`src/rtl/rom_load_ctrl.sv`:
```
// ROM load sequencer: turns programmer wren strobes into single-cycle PRG/CHR writes,
// holds the NES in reset while loading, and hands the ROM ports to the CPU/PPU when done.
module rom_load_ctrl #(
  parameter int unsigned PRG_AW       = 15,
  parameter int unsigned CHR_AW       = 13,
  parameter int unsigned IDLE_TIMEOUT = 50000,
  parameter int unsigned RESET_HOLD   = 64
) (
  input  logic              Clk,
  input  logic              Reset_n,
  input  logic [15:0]       prgmr_addr,
  input  logic [7:0]        prgmr_data,
  input  logic              prg_wren_in,
  input  logic              chr_wren_in,
  input  logic              ext_reset_h,
  input  logic [PRG_AW-1:0] cpu_addr,
  input  logic [CHR_AW-1:0] ppu_addr,
  output logic [PRG_AW-1:0] prg_rom_addr,
  output logic [7:0]        prg_rom_data,
  output logic              prg_rom_we,
  output logic [CHR_AW-1:0] chr_rom_addr,
  output logic [7:0]        chr_rom_data,
  output logic              chr_rom_we,
  output logic              nes_reset_h,
  output logic              loading,
  output logic [15:0]       prg_count,
  output logic [15:0]       chr_count,
  output logic              addr_err
);

  localparam int unsigned IDLE_W = (IDLE_TIMEOUT > 1) ? $clog2(IDLE_TIMEOUT) : 1;
  localparam int unsigned HOLD_W = $clog2(RESET_HOLD + 1);

  typedef enum logic [1:0] {
    ST_IDLE    = 2'd0,
    ST_LOADING = 2'd1,
    ST_SETTLE  = 2'd2,
    ST_RUN     = 2'd3
  } state_e;

  state_e              state_q, state_d;
  logic                prg_wren_q, chr_wren_q;
  logic [IDLE_W-1:0]   idle_cnt_q, idle_cnt_d;
  logic [HOLD_W-1:0]   hold_cnt_q, hold_cnt_d;
  logic [PRG_AW-1:0]   prg_addr_q, prg_addr_d;
  logic [CHR_AW-1:0]   chr_addr_q, chr_addr_d;
  logic [7:0]          prg_data_q, prg_data_d;
  logic [7:0]          chr_data_q, chr_data_d;
  logic                prg_we_q, prg_we_d;
  logic                chr_we_q, chr_we_d;
  logic [15:0]         prg_cnt_q, prg_cnt_d;
  logic [15:0]         chr_cnt_q, chr_cnt_d;
  logic                addr_err_q, addr_err_d;

  logic prg_edge, chr_edge, any_edge;
  logic prg_in_range, chr_in_range;
  logic prg_commit, chr_commit;
  logic start_load;
  logic [15:0] prg_cnt_base, chr_cnt_base;

  always_ff @(posedge Clk or negedge Reset_n) begin
    if (!Reset_n) begin
      state_q    <= ST_IDLE;
      prg_wren_q <= 1'b0;
      chr_wren_q <= 1'b0;
      idle_cnt_q <= '0;
      hold_cnt_q <= '0;
      prg_addr_q <= '0;
      chr_addr_q <= '0;
      prg_data_q <= '0;
      chr_data_q <= '0;
      prg_we_q   <= 1'b0;
      chr_we_q   <= 1'b0;
      prg_cnt_q  <= '0;
      chr_cnt_q  <= '0;
      addr_err_q <= 1'b0;
    end else begin
      state_q    <= state_d;
      prg_wren_q <= prg_wren_in;
      chr_wren_q <= chr_wren_in;
      idle_cnt_q <= idle_cnt_d;
      hold_cnt_q <= hold_cnt_d;
      prg_addr_q <= prg_addr_d;
      chr_addr_q <= chr_addr_d;
      prg_data_q <= prg_data_d;
      chr_data_q <= chr_data_d;
      prg_we_q   <= prg_we_d;
      chr_we_q   <= chr_we_d;
      prg_cnt_q  <= prg_cnt_d;
      chr_cnt_q  <= chr_cnt_d;
      addr_err_q <= addr_err_d;
    end
  end

  always_comb begin
    state_d    = state_q;
    idle_cnt_d = idle_cnt_q;
    hold_cnt_d = hold_cnt_q;

    prg_edge     = prg_wren_in & ~prg_wren_q;
    chr_edge     = chr_wren_in & ~chr_wren_q;
    any_edge     = prg_edge | chr_edge;
    prg_in_range = (prgmr_addr[15:PRG_AW] == '0);
    chr_in_range = (prgmr_addr[15:CHR_AW] == '0);
    prg_commit   = prg_edge & prg_in_range;
    chr_commit   = chr_edge & chr_in_range;
    start_load   = any_edge & ((state_q == ST_IDLE) | (state_q == ST_RUN));

    case (state_q)
      ST_IDLE, ST_RUN: begin
        if (any_edge) begin
          state_d    = ST_LOADING;
          idle_cnt_d = '0;
        end
      end
      ST_LOADING: begin
        if (any_edge) begin
          idle_cnt_d = '0;
        end else if (idle_cnt_q == IDLE_W'(IDLE_TIMEOUT - 1)) begin
          state_d    = ST_SETTLE;
          hold_cnt_d = '0;
        end else begin
          idle_cnt_d = idle_cnt_q + IDLE_W'(1);
        end
      end
      ST_SETTLE: begin
        // A late write means the programmer is not done: resume the same load.
        if (any_edge) begin
          state_d    = ST_LOADING;
          idle_cnt_d = '0;
        end else if (hold_cnt_q == HOLD_W'(RESET_HOLD - 1)) begin
          state_d = ST_RUN;
        end else begin
          hold_cnt_d = hold_cnt_q + HOLD_W'(1);
        end
      end
      default: state_d = ST_IDLE;
    endcase

    prg_we_d   = prg_commit;
    chr_we_d   = chr_commit;
    prg_addr_d = prg_commit ? prgmr_addr[PRG_AW-1:0] : prg_addr_q;
    chr_addr_d = chr_commit ? prgmr_addr[CHR_AW-1:0] : chr_addr_q;
    prg_data_d = prg_commit ? prgmr_data : prg_data_q;
    chr_data_d = chr_commit ? prgmr_data : chr_data_q;

    // A new load clears stats in the same cycle its triggering write is counted.
    prg_cnt_base = start_load ? 16'd0 : prg_cnt_q;
    chr_cnt_base = start_load ? 16'd0 : chr_cnt_q;
    prg_cnt_d    = (prg_commit && prg_cnt_base != 16'hFFFF) ? prg_cnt_base + 16'd1 : prg_cnt_base;
    chr_cnt_d    = (chr_commit && chr_cnt_base != 16'hFFFF) ? chr_cnt_base + 16'd1 : chr_cnt_base;
    addr_err_d   = (start_load ? 1'b0 : addr_err_q)
                 | (prg_edge & ~prg_in_range)
                 | (chr_edge & ~chr_in_range);
  end

  assign prg_rom_addr = (state_q == ST_RUN) ? cpu_addr : prg_addr_q;
  assign chr_rom_addr = (state_q == ST_RUN) ? ppu_addr : chr_addr_q;
  assign prg_rom_data = prg_data_q;
  assign chr_rom_data = chr_data_q;
  assign prg_rom_we   = prg_we_q;
  assign chr_rom_we   = chr_we_q;
  assign nes_reset_h  = (state_q != ST_RUN) | ext_reset_h;
  assign loading      = (state_q != ST_RUN);
  assign prg_count    = prg_cnt_q;
  assign chr_count    = chr_cnt_q;
  assign addr_err     = addr_err_q;

endmodule

```
`config.mk`:
```
export PLATFORM = sky130hd
export DESIGN_NAME = rom_load_ctrl
export DESIGN_NICKNAME = d
export VERILOG_FILES = /design/src/rtl/rom_load_ctrl.sv
export SDC_FILE = /design/constraint.sdc
export NUM_CORES = 1
export LEC_CHECK = 0
export BUFFER_PORTS_ARGS = -buffer_cell sky130_fd_sc_hd__buf_2
export CAP_MARGIN = 0
export CORE_UTILIZATION = 59
export CTS_BUF_LIST = sky130_fd_sc_hd__clkbuf_8
export CTS_CLUSTER_SIZE = 25
export DETAILED_ROUTE_END_ITERATION = 16
export PLACE_DENSITY_LB_ADDON = 0.1
export SLEW_MARGIN = 30
export SYNTH_ARGS = -nofsm -noshare
export SYNTH_HDL_FRONTEND = slang
export SYNTH_SLANG_ARGS = --single-unit
```
`constraint.sdc`:
```
create_clock -name Clk -period 4.98 [get_ports Clk]
set_input_delay 0.498 -clock Clk [delete_from_list [all_inputs] [get_ports Clk]]
set_output_delay 0.498 -clock Clk [all_outputs]
set_load 0.005 [all_outputs]
```
==> run summary, run 1 <==
The flow ran to the end, and the final reports show no timing, DRC or antenna violations. The layout net count was 728. For this run, the number of Yosys warnings is 0.

The run gives 597 as the number of nets in the synthesized netlist. The fraction of layout instances using a drive strength above 1 was 33.8%; the via count of the first global-routing pass was 4,328. For the highest ir drop seen on vdd, the log shows 0.213 mV.

Data arrives at the worst endpoint at 3520 ps. Area of all placed cells without fillers: 0.00640 mm^2. Buffers added to address setup during post-CTS repair amount to 0.

STA classifies the critical path startpoint as a flip-flop. The mean post-synth cell area is 10.1 um^2. The peak fanout along the critical path was 13; the clock buffer count from CTS was 9. Counting every sink on the clock net gives 106. At the pin with the least slew margin, the transition time is 820 ps. The I/O pin count came out at 138. The power per cell area was 370 mW/mm^2.

The clock-pin slew of the registers on the worst-case setup and hold paths was 100 ps; the final worst hold slack was 140 ps. The cell count after placement was 760; the relative area change from synthesis to final layout was 19.2%. The clock period minus final worst setup slack was 3260 ps.

The min-delay analysis places its worst path in the category in -> async. Summed over its instances, the top area cell type makes up 49.4% of the synthesized netlist area. Measured against its own limit, the worst slew margin works out to 44.9%. The logs give 0 for the quantity of gates resized following cts and 0.00949 mm^2 for the overall die area. The floorplan has 34 rows. Static timing analysis puts the maximum clock frequency at 307 MHz. The stage delay of the slowest cell on the critical path was 570 ps. In this run, synthesis inferred 0 flip-flops with an integrated enable. The number of antenna violations at the first check in global routing was 0. Summed over all cells, the static leakage comes to 3.14 nW.

The hold buffer count at cts came out at 0. In this run the horizontal extent of the chip is 97.4 um. Count of input and output buffers: 137. After routing, the total negative slack on setup checks comes to 0 ps. The max-capacitance violation count came out at 0.

Synthesis inferred 106 register bits. The count of cells in the finished layout, fillers not included, comes to 776. Counting instances in the post-synthesis netlist gives the leading cell types as sky130_fd_sc_hd__dfrtp_1, sky130_fd_sc_hd__nand2_1, sky130_fd_sc_hd__mux2_2.

The run gives 0 as the max-slew violation total from the final report. The post-synth design cell area is 0.00537 mm^2, and the routed via count is 4,465. The clock tree synthesis step divided the H-tree into 3 levels.

The filler cells instantiated in the layout total 668. Data on the critical path is required at its endpoint by 5240 ps. The sequential cell area fraction in the yosys report was 49.4%. Once the floorplan was initialized, standard cells occupied 61.3% of the core. Global routing consumed, over all layers together, 26.3% of the routing resources. Of all cell types, the one taking the most synthesized area is sky130_fd_sc_hd__dfrtp_1.

The longest clock path from root to sink contains 2 buffers. Setup repair after global routing left no endpoint under its margin. The remaining design rule violation count is 0. The slowest stage of the critical path belongs to the cell sky130_fd_sc_hd__o41ai_4.

The aggregate routed wire length came out at 12,200 um. Dividing the detail-routed via count by the number of cells gives 5.75. The wire length per cell came out at 15.8 um. The post-layout total power came out at 2.37 mW. The logs give 75 for the largest net degree at the start of global routing and 10.1 ps for the clock skew.

The final critical path takes up 65.4% of the cycle. The first global-routing pass estimated 20,200 um of wire. For this run, the detailed router's first-pass iteration total came to 4. The floorplan step defined a core boundary enclosing 0.00876 mm^2. The logs give 0.00616 mm^2 for the placed cell area and 8780 um for the detailed-placement wirelength estimate.

Most common cell type on the critical path: sky130_fd_sc_hd__ha_1. Walking the worst path, the cells encountered are inv_1 -> ha_1 -> o21ai_1 -> and2_1 -> ha_1 -> and3_1 -> nand3_1 -> o41ai_4 -> mux2_2. The later pin in the worst-skew pair is clocked with a latency of 370 ps. The endpoint class of the critical path was a flip-flop. For this run the aggregate overflow at the end of global routing stands at 0. The detailed router's first-iteration violation count came out at 152. The buffers plus inverters on the worst setup path is 1.

Most used flip-flop cell after synthesis: sky130_fd_sc_hd__dfrtp_1. On the critical path the largest part of the delay comes from compound AO/OA/AOI/OAI gates. The detail route stage leaves a number of antenna-violating nets equal to 0. The tree is rooted in a sky130_fd_sc_hd__clkbuf_8. The tools report the number of antenna cells inserted as 0.

Across the whole layout, storage elements account for 0.00265 mm^2. After synthesis, the share of flip-flops with an asynchronous set or reset is 100%. The tools report the area of combinational cells with multiple inputs as 0.00259 mm^2. Routability-driven placement finished with a final weighted congestion of 0.845. TritonCTS built the clock tree.

Start-to-end type of the worst setup path: reg -> reg. Measured along the y axis, the die boundary spans 97.4 um. The number of different library cells in the post-synthesis netlist came out at 53. Hold violation count in the final report: 0. By area the synthesized netlist is led by sky130_fd_sc_hd__dfrtp_1, sky130_fd_sc_hd__mux2_2, sky130_fd_sc_hd__nand2_1.

Setup violations remaining at the end of the flow were counted as 0. The run gives 532 as the gate count of the mapped netlist.
-- cells in the final DEF, fill, tap and decap left out, types with 9 or more instances in the layout --
master                     netlist  routed
sky130_fd_sc_hd__xnor2_1        21      21
sky130_fd_sc_hd__nor3_1         15      15
sky130_fd_sc_hd__clkbuf_8        0       9
sky130_fd_sc_hd__nand2_1       106     105
sky130_fd_sc_hd__mux2_2         51      51
sky130_fd_sc_hd__inv_1          13      13
sky130_fd_sc_hd__nand4_1         9       9
sky130_fd_sc_hd__dfrtp_1       106     106
sky130_fd_sc_hd__buf_2           1     136
sky130_fd_sc_hd__nor2_1         32      32
sky130_fd_sc_hd__nand3_1        22      22
sky130_fd_sc_hd__a21oi_1        10      10
-- stage by stage --
step / setup WS, ps / util, %
after floorplan: 2050 / -
after global placement: 1660 / 70.2
after detailed placement: 1560 / 70.3
after CTS: 1750 / 73.0
after global routing: 1530 / 73.0
final: 1720 / 73.0
-- path summary, 6_finish.rpt --
path	start	end	cells after the start	slack (ps)
min in group Clk	chr_wren_in	chr_wren_q	1	260
worst min-delay path	Reset_n	prg_count[11]	1	140
max in group asynchronous	Reset_n	chr_addr_q[1]	2	3940
worst min register to register	prg_addr_q[12]	prg_addr_q[12]	2	490
worst max-delay path	state_q[0]	prg_count[1]	9	1720
worst max register to register	state_q[0]	prg_count[1]	9	1720
-- power by group --
group          leakage (nW)  switching (mW)  total, mW  internal [mW]
Clock                 0.115           0.315      0.609          0.294
Sequential             1.39          0.0742       1.04          0.967
Combinational          1.63           0.373      0.717          0.345
Total                  3.14           0.762       2.37           1.61
-- sequential cells by signal, summed over array words and instances (netlist names) --
name          cells
chr_wren_q        1
prg_count        16
prg_addr_q       15
chr_count        16
idle_cnt_q       16
prg_wren_q        1
chr_addr_q       13
hold_cnt_q        7
chr_rom_data      8
prg_rom_we        1
state_q           2
addr_err          1
prg_rom_data      8
chr_rom_we        1
-- metal layers --
metal  global-route usage, %  part of all wire [%]  up-vias
li1                        -                     -     2127
met1                    35.9                    46     2220
met2                    42.5                    48      108
met3                    6.69                   5.3       10
met4                    5.88                  0.77        0
met5                       0                     0        -
-- cell families (layout without fill, tap and decap cells) --
| logic type | Yosys count | after routing | synth area share (%) |
|---|---|---|---|
| xor+xnor | 28 | 28 | 4.57 |
| flops | 106 | 106 | 49.4 |
| fa+ha+maj | 8 | 8 | 1.86 |
| simple gates | 245 | 245 | 22.6 |
| mux | 58 | 58 | 12.0 |
| buf+inv | 36 | 172 | 2.54 |
| compound gates | 51 | 51 | 7.04 |
-- worst reg2reg max path: stages, from the launching register on --
cell and delay (ps):
sky130_fd_sc_hd__dfrtp_1 420, sky130_fd_sc_hd__inv_1 80, sky130_fd_sc_hd__ha_1 380, sky130_fd_sc_hd__o21ai_1 480, sky130_fd_sc_hd__and2_1 270, sky130_fd_sc_hd__ha_1 200
sky130_fd_sc_hd__and3_1 180, sky130_fd_sc_hd__nand3_1 200, sky130_fd_sc_hd__o41ai_4 570, sky130_fd_sc_hd__mux2_2 390
-- cell type report --
type                            count  share of cell area [%]
Clock buffer                        9                    1.94
Timing Repair Buffer              142                    11.4
Clock inverter                      7                    1.76
Inverter                           14                   0.821
Sequential cell                   106                    41.4
Tap cell                          108                    2.11
Multi-Input combinational cell    390                    40.5
No activity file was read; power rests on OpenSTA's default activity.
==> inputs of run 2 (changes only) <==
- ABC_AREA: not set -> 1
- CORE_UTILIZATION: 59 -> 51
- clock period: 4.98 -> 2.8 ns (I/O delays scaled with it)
==> run summary, run 2 <==
The count of input and output buffers was 137; the static leakage was 3.95 nW. The relative area change from synthesis to final layout is 17.3%. Routed via count: 5,596. The final reports fail on design-rule violations. The signal on the critical path passes through ha_1 -> nand2_4 -> buf_4 -> nand2_1 -> inv_1 -> ha_1 -> nand2_1 -> nor2_4 -> nand2_2 -> nor2_4 -> nor2_4 -> buf_4 -> nand2_1 -> o21ai_2. The sort of element at the start of the critical path is a flip-flop. The worst-case IR drop observed on VDD is 0.427 mV. The max-slew violation total from the final report was 0; the peak fanout along the critical path was 13. In the synthesized netlist the dominant register cell turns out to be sky130_fd_sc_hd__dfrtp_1. In this run, synthesis inferred 0 flip-flops with an integrated enable. Among all stages on the critical path, the largest delay is contributed by sky130_fd_sc_hd__dfrtp_1.

Yosys attributes the largest share of cell area to sky130_fd_sc_hd__dfrtp_1, sky130_fd_sc_hd__nand2_1, sky130_fd_sc_hd__inv_1. Setup repair after global routing left no endpoint under its margin. The number of antenna diodes in the final layout is 0. For this run, the slowest stage of the critical path takes 430 ps. The synthesized design devotes to its leading area cell type 43.2% of total area.

The floorplan step set the die width to 112 um. Sequential cells were found to cover 43.2% of the synthesized design area. The number of antenna violations at the first check in global routing was 0; the I/O pin count was 138.

The worst setup path is captured at a flip-flop. The run gives 0.00699 mm^2 as the placed cell area. The library cell with the highest instance count after synthesis is sky130_fd_sc_hd__nand2_1. The library cell used most frequently in the layout, excluding fill and tap cells, is sky130_fd_sc_hd__nand2_1. The buffer count from post-CTS setup fixing is 0. Sorting the synthesized cells by how often they occur yields sky130_fd_sc_hd__nand2_1, sky130_fd_sc_hd__dfrtp_1, sky130_fd_sc_hd__inv_1. The effective utilization at floorplan came out at 53.1%.

On the critical path the largest part of the delay comes from simple AND/OR/NAND/NOR gates. The max-capacitance violation count is 0. The tools report the setup violation total in the final timing report as 0. In the layout the commonest cells are sky130_fd_sc_hd__nand2_1, sky130_fd_sc_hd__buf_2, sky130_fd_sc_hd__dfrtp_1. Clock-pin slew was measured on the worst setup and hold paths at 120 ps. The mapped netlist covers 0.00614 mm^2. The core area was 0.0116 mm^2; the fraction of layout instances using a drive strength above 1 was 24.1%.

The tools report the worst relative slew slack as 58.2%. The flow ran to the end, but the final reports show violations. The total overflow reported by the global router is 0, and the number of buffers on the longest clock path is 2.

Leading area contributor after synthesis: sky130_fd_sc_hd__dfrtp_1. The start-to-end type of the worst setup path is reg -> reg. Once detail routing completed, the nets flagged for antenna violations numbered 0. Dividing the detail-routed via count by the number of cells gives 5.00.

The run gives 0 as the hold violation count in the final report. The mean post-synth cell area is 7.40 um^2, and the number of nets in the synthesized netlist is 895. In the synthesized netlist the async set-or-reset flop fraction comes to 100%. The sum of negative setup slack is 0 ps. Entering global routing, the biggest net connects 107 pins. The net count of the finished layout is 1,036. The flop and latch count out of synthesis was 106. At the pin with the least slew margin, the transition time is 626 ps.

The logs give 401 for the detailed router's first-iteration violation count and 4 for the remaining design rule violation count. Global routing used 24.1% of the available tracks. The first global-routing pass estimated 24,300 um of wire.

The root cell of the clock tree was sky130_fd_sc_hd__clkbuf_8. The H-tree was split into 3 levels. The detailed-placement wirelength estimate came out at 10,300 um.

The number of different library cells in the post-synthesis netlist was 37; the gate count of the mapped netlist was 830. TritonCTS created 9 clock buffers. The tools report the clock latency of the later-clocked register in the worst-skew pair as 400 ps. The wire length per cell works out to 12.7 um. From bottom edge to top edge, the die measures 112 um.

For this block, the routed nets add up to 14,200 um of wire. The tools report the highest clock frequency the design can meet as 384 MHz. For this run, the number of Yosys warnings is 0.

The via count of the first global-routing pass is 5,155, and the worst endpoint data arrival time is 2900 ps. TritonCTS built the clock tree. The buffers plus inverters on the worst setup path was 3. Data on the critical path is required at its endpoint by 3100 ps. The part of the cycle the worst path needs was 93.0%; the overall die area was 0.0125 mm^2.

For this run, the detailed router's first-pass iteration total came to 11. Clock period minus final worst setup slack: 2610 ps. At the end of routability-driven placement, the weighted congestion stood at 0.901.

The area of all placed cells without fillers was 0.00721 mm^2; the number of clock sinks was 106. For the site row count, the log shows 39. The power per cell area is 541 mW/mm^2. The clock arrives with 13.8 ps of skew. The worst hold path belongs to the class in -> reg.
[run 2: changes by cell type in the layout (fill, tap and decap cells not counted), sizes merged, moves of 32 or more]
cell	delta
nand2	+219
o21ai	+73
nor2	+32
nand3	+33
inv	+84
mux2	-51
[run 2: logic make-up (layout without fill, tap and decap cells)]
logic type	Yosys count	in the layout	synth area share, %
AND/OR/NAND/NOR	482	482	34.8
adder cells (fa/ha/maj)	8	8	1.63
buffers and inverters	124	270	8.88
flip-flops	106	106	43.2
AO/OA/AOI/OAI	91	91	8.86
XOR/XNOR	19	19	2.71
[run 2: report_power, final]
part	switching (mW)	internal, mW
clock network	0.607	0.359
registers	0.112	1.70
logic	0.694	0.426
[run 2: final cells by class]
cell class	count	area [um^2]
Sequential cell	106	2650
Fill cell	1075	4350
Clock inverter	7	81.3
Multi-Input combinational cell	600	2960
Clock buffer	9	124
Timing Repair Buffer	157	853
Tap cell	143	179
Inverter	97	364
[run 2: repair_timing]
item,in CTS,in global routing
hold buffers,1,0
endpoints found under the hold margin,106,0
gates resized for setup,0,2
setup endpoints to repair,0,18
[run 2: stage by stage]
step / total power [mW] / setup slack [ps] / hold slack (ps) / cells / util [%]
after global routing: 4.16 / 5.12 / 16.1 / 1119 / 62.3
final: 3.90 / 195 / 26.7 / 1119 / 62.3
after CTS: 3.95 / 68.5 / 10.2 / 1119 / 62.3
after detailed placement: 2.97 / 121 / 400 / 1102 / 60.4
after floorplan: 2.56 / 292 / -15.6 / 830 / -
after global placement: 2.96 / 192 / 402 / 1102 / 60.4
[run 2: path summary, 6_finish.rpt]
check                           startpoint               to  slack (ps)  cells after the start
hold reg to reg            chr_rom_data[4]  chr_rom_data[4]         490                      2
setup / recovery                state_q[1]     chr_count[8]         190                     14
setup reg to reg                state_q[1]     chr_count[8]         190                     14
max in group asynchronous          Reset_n     prg_count[2]        1840                      3
min in group asynchronous          Reset_n    idle_cnt_q[5]         430                      3
hold / removal                 chr_wren_in       chr_wren_q          30                      1
[run 2: layer usage]
layer | vias to the layer above | part of all wire, % | global-route usage (%)
li1 | 2888 | - | -
met1 | 2526 | 48 | 34.3
met2 | 169 | 45 | 36.8
met3 | 13 | 5.8 | 5.28
met4 | 0 | 1.2 | 7.12
met5 | - | 0 | 0
[run 2: worst reg2reg max path: stages (launching register included)]
cell	delay, ps
sky130_fd_sc_hd__dfrtp_1	430
sky130_fd_sc_hd__ha_1	330
sky130_fd_sc_hd__nand2_4	100
sky130_fd_sc_hd__buf_4	200
sky130_fd_sc_hd__nand2_1	90
sky130_fd_sc_hd__inv_1	140
sky130_fd_sc_hd__ha_1	260
sky130_fd_sc_hd__nand2_1	140
sky130_fd_sc_hd__nor2_4	190
sky130_fd_sc_hd__nand2_2	100
sky130_fd_sc_hd__nor2_4	130
sky130_fd_sc_hd__nor2_4	80
sky130_fd_sc_hd__buf_4	180
sky130_fd_sc_hd__nand2_1	80
sky130_fd_sc_hd__o21ai_2	50
==> inputs of run 3 (changes only) <==
- CORE_MARGIN: not set -> 3
- clock period: 2.8 -> 2.2 ns (I/O delays scaled with it)
==> run summary, run 3 (synthesis gave the netlist of run 2 again) <==
The detailed router's first-iteration violation count is 323, and the peak fanout along the critical path is 6. TritonCTS built the clock tree. The part of the cycle the worst path needs is 94.8%, and the total overflow reported by the global router is 0.

Data arrives at the worst endpoint at 2340 ps. Fraction of layout instances using a drive strength above 1: 27.7%. The power per cell area was 690 mW/mm^2. VDD sags by at most 0.302 mV. The cell with the biggest individual delay on the critical path is sky130_fd_sc_hd__dlygate4sd3_1. The number of antenna cells inserted came out at 0.

The setup violation total in the final timing report is 0, and the aggregate routed wire length is 14,900 um. In the routed layout, each cell is associated on average with a via count of 4.99. Once the floorplan was initialized, standard cells occupied 52.9% of the core. Row generation in the floorplan step produced 39 rows. The die outline width is 116 um.

In this run the static leakage power is 4.12 nW. The via count of the first global-routing pass was 5,163; the die extent in y was 116 um. The number of buffers on the longest clock path came out at 2. Number of search-and-repair iterations in the first detailed-routing pass: 5.

The highest clock frequency the design can meet was 480 MHz. The start-to-end type of the worst setup path was in -> reg. The overall die area is 0.0134 mm^2. At the end of routability-driven placement, the weighted congestion stood at 0.923.

138 I/O pins were placed. The tool flagged a number of max-cap violations equal to 0. The core area is 0.0116 mm^2. Clock period minus final worst setup slack: 2090 ps. Across every metal layer, demand over resource in global routing totals 22.4%. In this run the cell area measured after placement is 0.00726 mm^2. Leaving out fill and tap cells, the most frequent cell in the layout is sky130_fd_sc_hd__nand2_1.

The max-slew violation total from the final report was 0. Clock-pin slew was measured on the worst setup and hold paths at 100 ps. The hold violation count in the final report is 0. Relative area change from synthesis to final layout: 24.0%.

The worst relative slew slack was 68.0%; the critical path data required time was 2460 ps. The most common cell type on the critical path was sky130_fd_sc_hd__nor2_4. In the final routed layout, each cell accounts on average for 12.9 um.

After legalization and detailed placement, the total HPWL measured 10,900 um. In this run the remaining antenna-violating nets after routing total 0. The count of input and output buffers was 137. The signal on the critical path passes through dlygate4sd3_1 -> buf_2 -> nand2_2 -> nand2_4 -> nand2_8 -> inv_6 -> nor2_4 -> ha_4 -> nand2_1 -> nand3b_4 -> nor2_4 -> nand2_2 -> nor2_4 -> nor2_4 -> buf_12 -> nand2_2 -> o21ai_2. The area of all placed cells without fillers came out at 0.00762 mm^2. On the final layout, the worst hold slack is 78.4 ps. At the pin with the least slew margin, the transition time is 480 ps. For this design, the sink count on the clock tree is 106. Root cell of the clock tree: sky130_fd_sc_hd__clkbuf_8. The number of cells on the worst reg-to-reg path is 15.

The flow ran to the end, and the final reports show no timing, DRC or antenna violations. Clock skew on the completed layout was measured at 12.5 ps. Clock tree synthesis inserted a total of 9 buffers. The final route contains 5,747 vias. In the routed design, unresolved DRC markers number 0. The logs give 1,069 for the layout net count and 45 for the largest net degree at the start of global routing.

The first-pass GRT wire length came out at 24,300 um. The filler cells instantiated in the layout total 1,060. The worst hold path was traced through 3 stages. The worst setup path is captured at a flip-flop. The clock reaches the later pin of the worst-skew pair after 380 ps. The sort of element at the start of the critical path is an input port. The H-tree generated during clock tree synthesis spans 3 levels.

The path class of the tightest hold or removal check is in -> reg. The stage delay of the slowest cell on the critical path is 530 ps, and the number of antenna violations at the first check in global routing is 0. In the layout the commonest cells are sky130_fd_sc_hd__nand2_1, sky130_fd_sc_hd__buf_2, sky130_fd_sc_hd__dfrtp_1.
run 3: cell types whose count changed in the layout (fill, tap and decap cells not counted), moves of 3 or more:
cell / change
sky130_fd_sc_hd__buf_12: +3
sky130_fd_sc_hd__buf_4: +24
sky130_fd_sc_hd__buf_6: +3
sky130_fd_sc_hd__clkinvlp_4: +3
sky130_fd_sc_hd__ha_1: -3
sky130_fd_sc_hd__ha_4: +3
sky130_fd_sc_hd__inv_1: -4
sky130_fd_sc_hd__nand2_1: -3
sky130_fd_sc_hd__nor2_1: -3
sky130_fd_sc_hd__nor2_4: +4
run 3: worst paths after layout:
check / startpoint / slack, ps / to
min: prgmr_addr[14] / 80 / prg_addr_q[14]
min in group asynchronous: Reset_n / 340 / prg_rom_data[3]
min reg2reg: prg_rom_data[3] / 490 / prg_rom_data[3]
max in group asynchronous: Reset_n / 1270 / prg_addr_q[12]
max reg2reg: state_q[0] / 120 / prg_count[2]
max: chr_wren_in / 110 / prg_count[2]
run 3: critical path: cells and delay by family:
kind | cells | cell delay, ps
AO/OA/AOI/OAI | 1 | 40
adder cells (fa/ha/maj) | 1 | 140
buffers and inverters | 4 | 830
AND/OR/NAND/NOR | 11 | 1090
run 3: stage by stage:
step	std cells	TNS [ps]	utilization, %	worst slack, ps	power, mW
global route	1151	-49.3	65.6	-15.0	5.62
detailed placement	1128	-1390	62.5	-268	3.92
floorplan	830	-2520	-	-147	3.31
finish	1151	0	65.6	115	5.26
CTS	1147	0	64.7	41.8	5.24
global placement	1128	-898	62.5	-215	3.90
run 3: layer usage:
layer	up-vias	track usage, %	part of all wire (%)
met5	-	0	0
met4	0	6.65	0.92
met1	2622	31.4	47
met3	11	3.81	5.1
met2	143	36.0	47
li1	2971	-	-
run 3: cell type report:
class                   instances  area (um^2)  share of cell area [%]
multi-input cells             602         3060                    40.2
repair buffers                188         1140                    15.0
clock buffers                   9          124                    1.63
inverters                      97          372                    4.88
well taps                     143          179                    2.35
flip-flops and latches        106         2650                    34.8
clock inverters                 6         91.3                    1.20
run 3: repair_timing:
item,CTS,global route
endpoints found under the hold margin,34,0
hold buffers,3,0
gates resized for setup,5,14
gates cloned,1,1
buffers inserted,0,4
pin swaps,1,10
endpoints found under the setup margin,15,31
run 3: report_power, final:
group | internal (mW) | total, mW | switching [mW] | leakage [nW]
combinational | 0.688 | 1.64 | 0.953 | 2.62
clock | 0.638 | 1.31 | 0.673 | 0.0979
sequential | 2.17 | 2.30 | 0.139 | 1.40
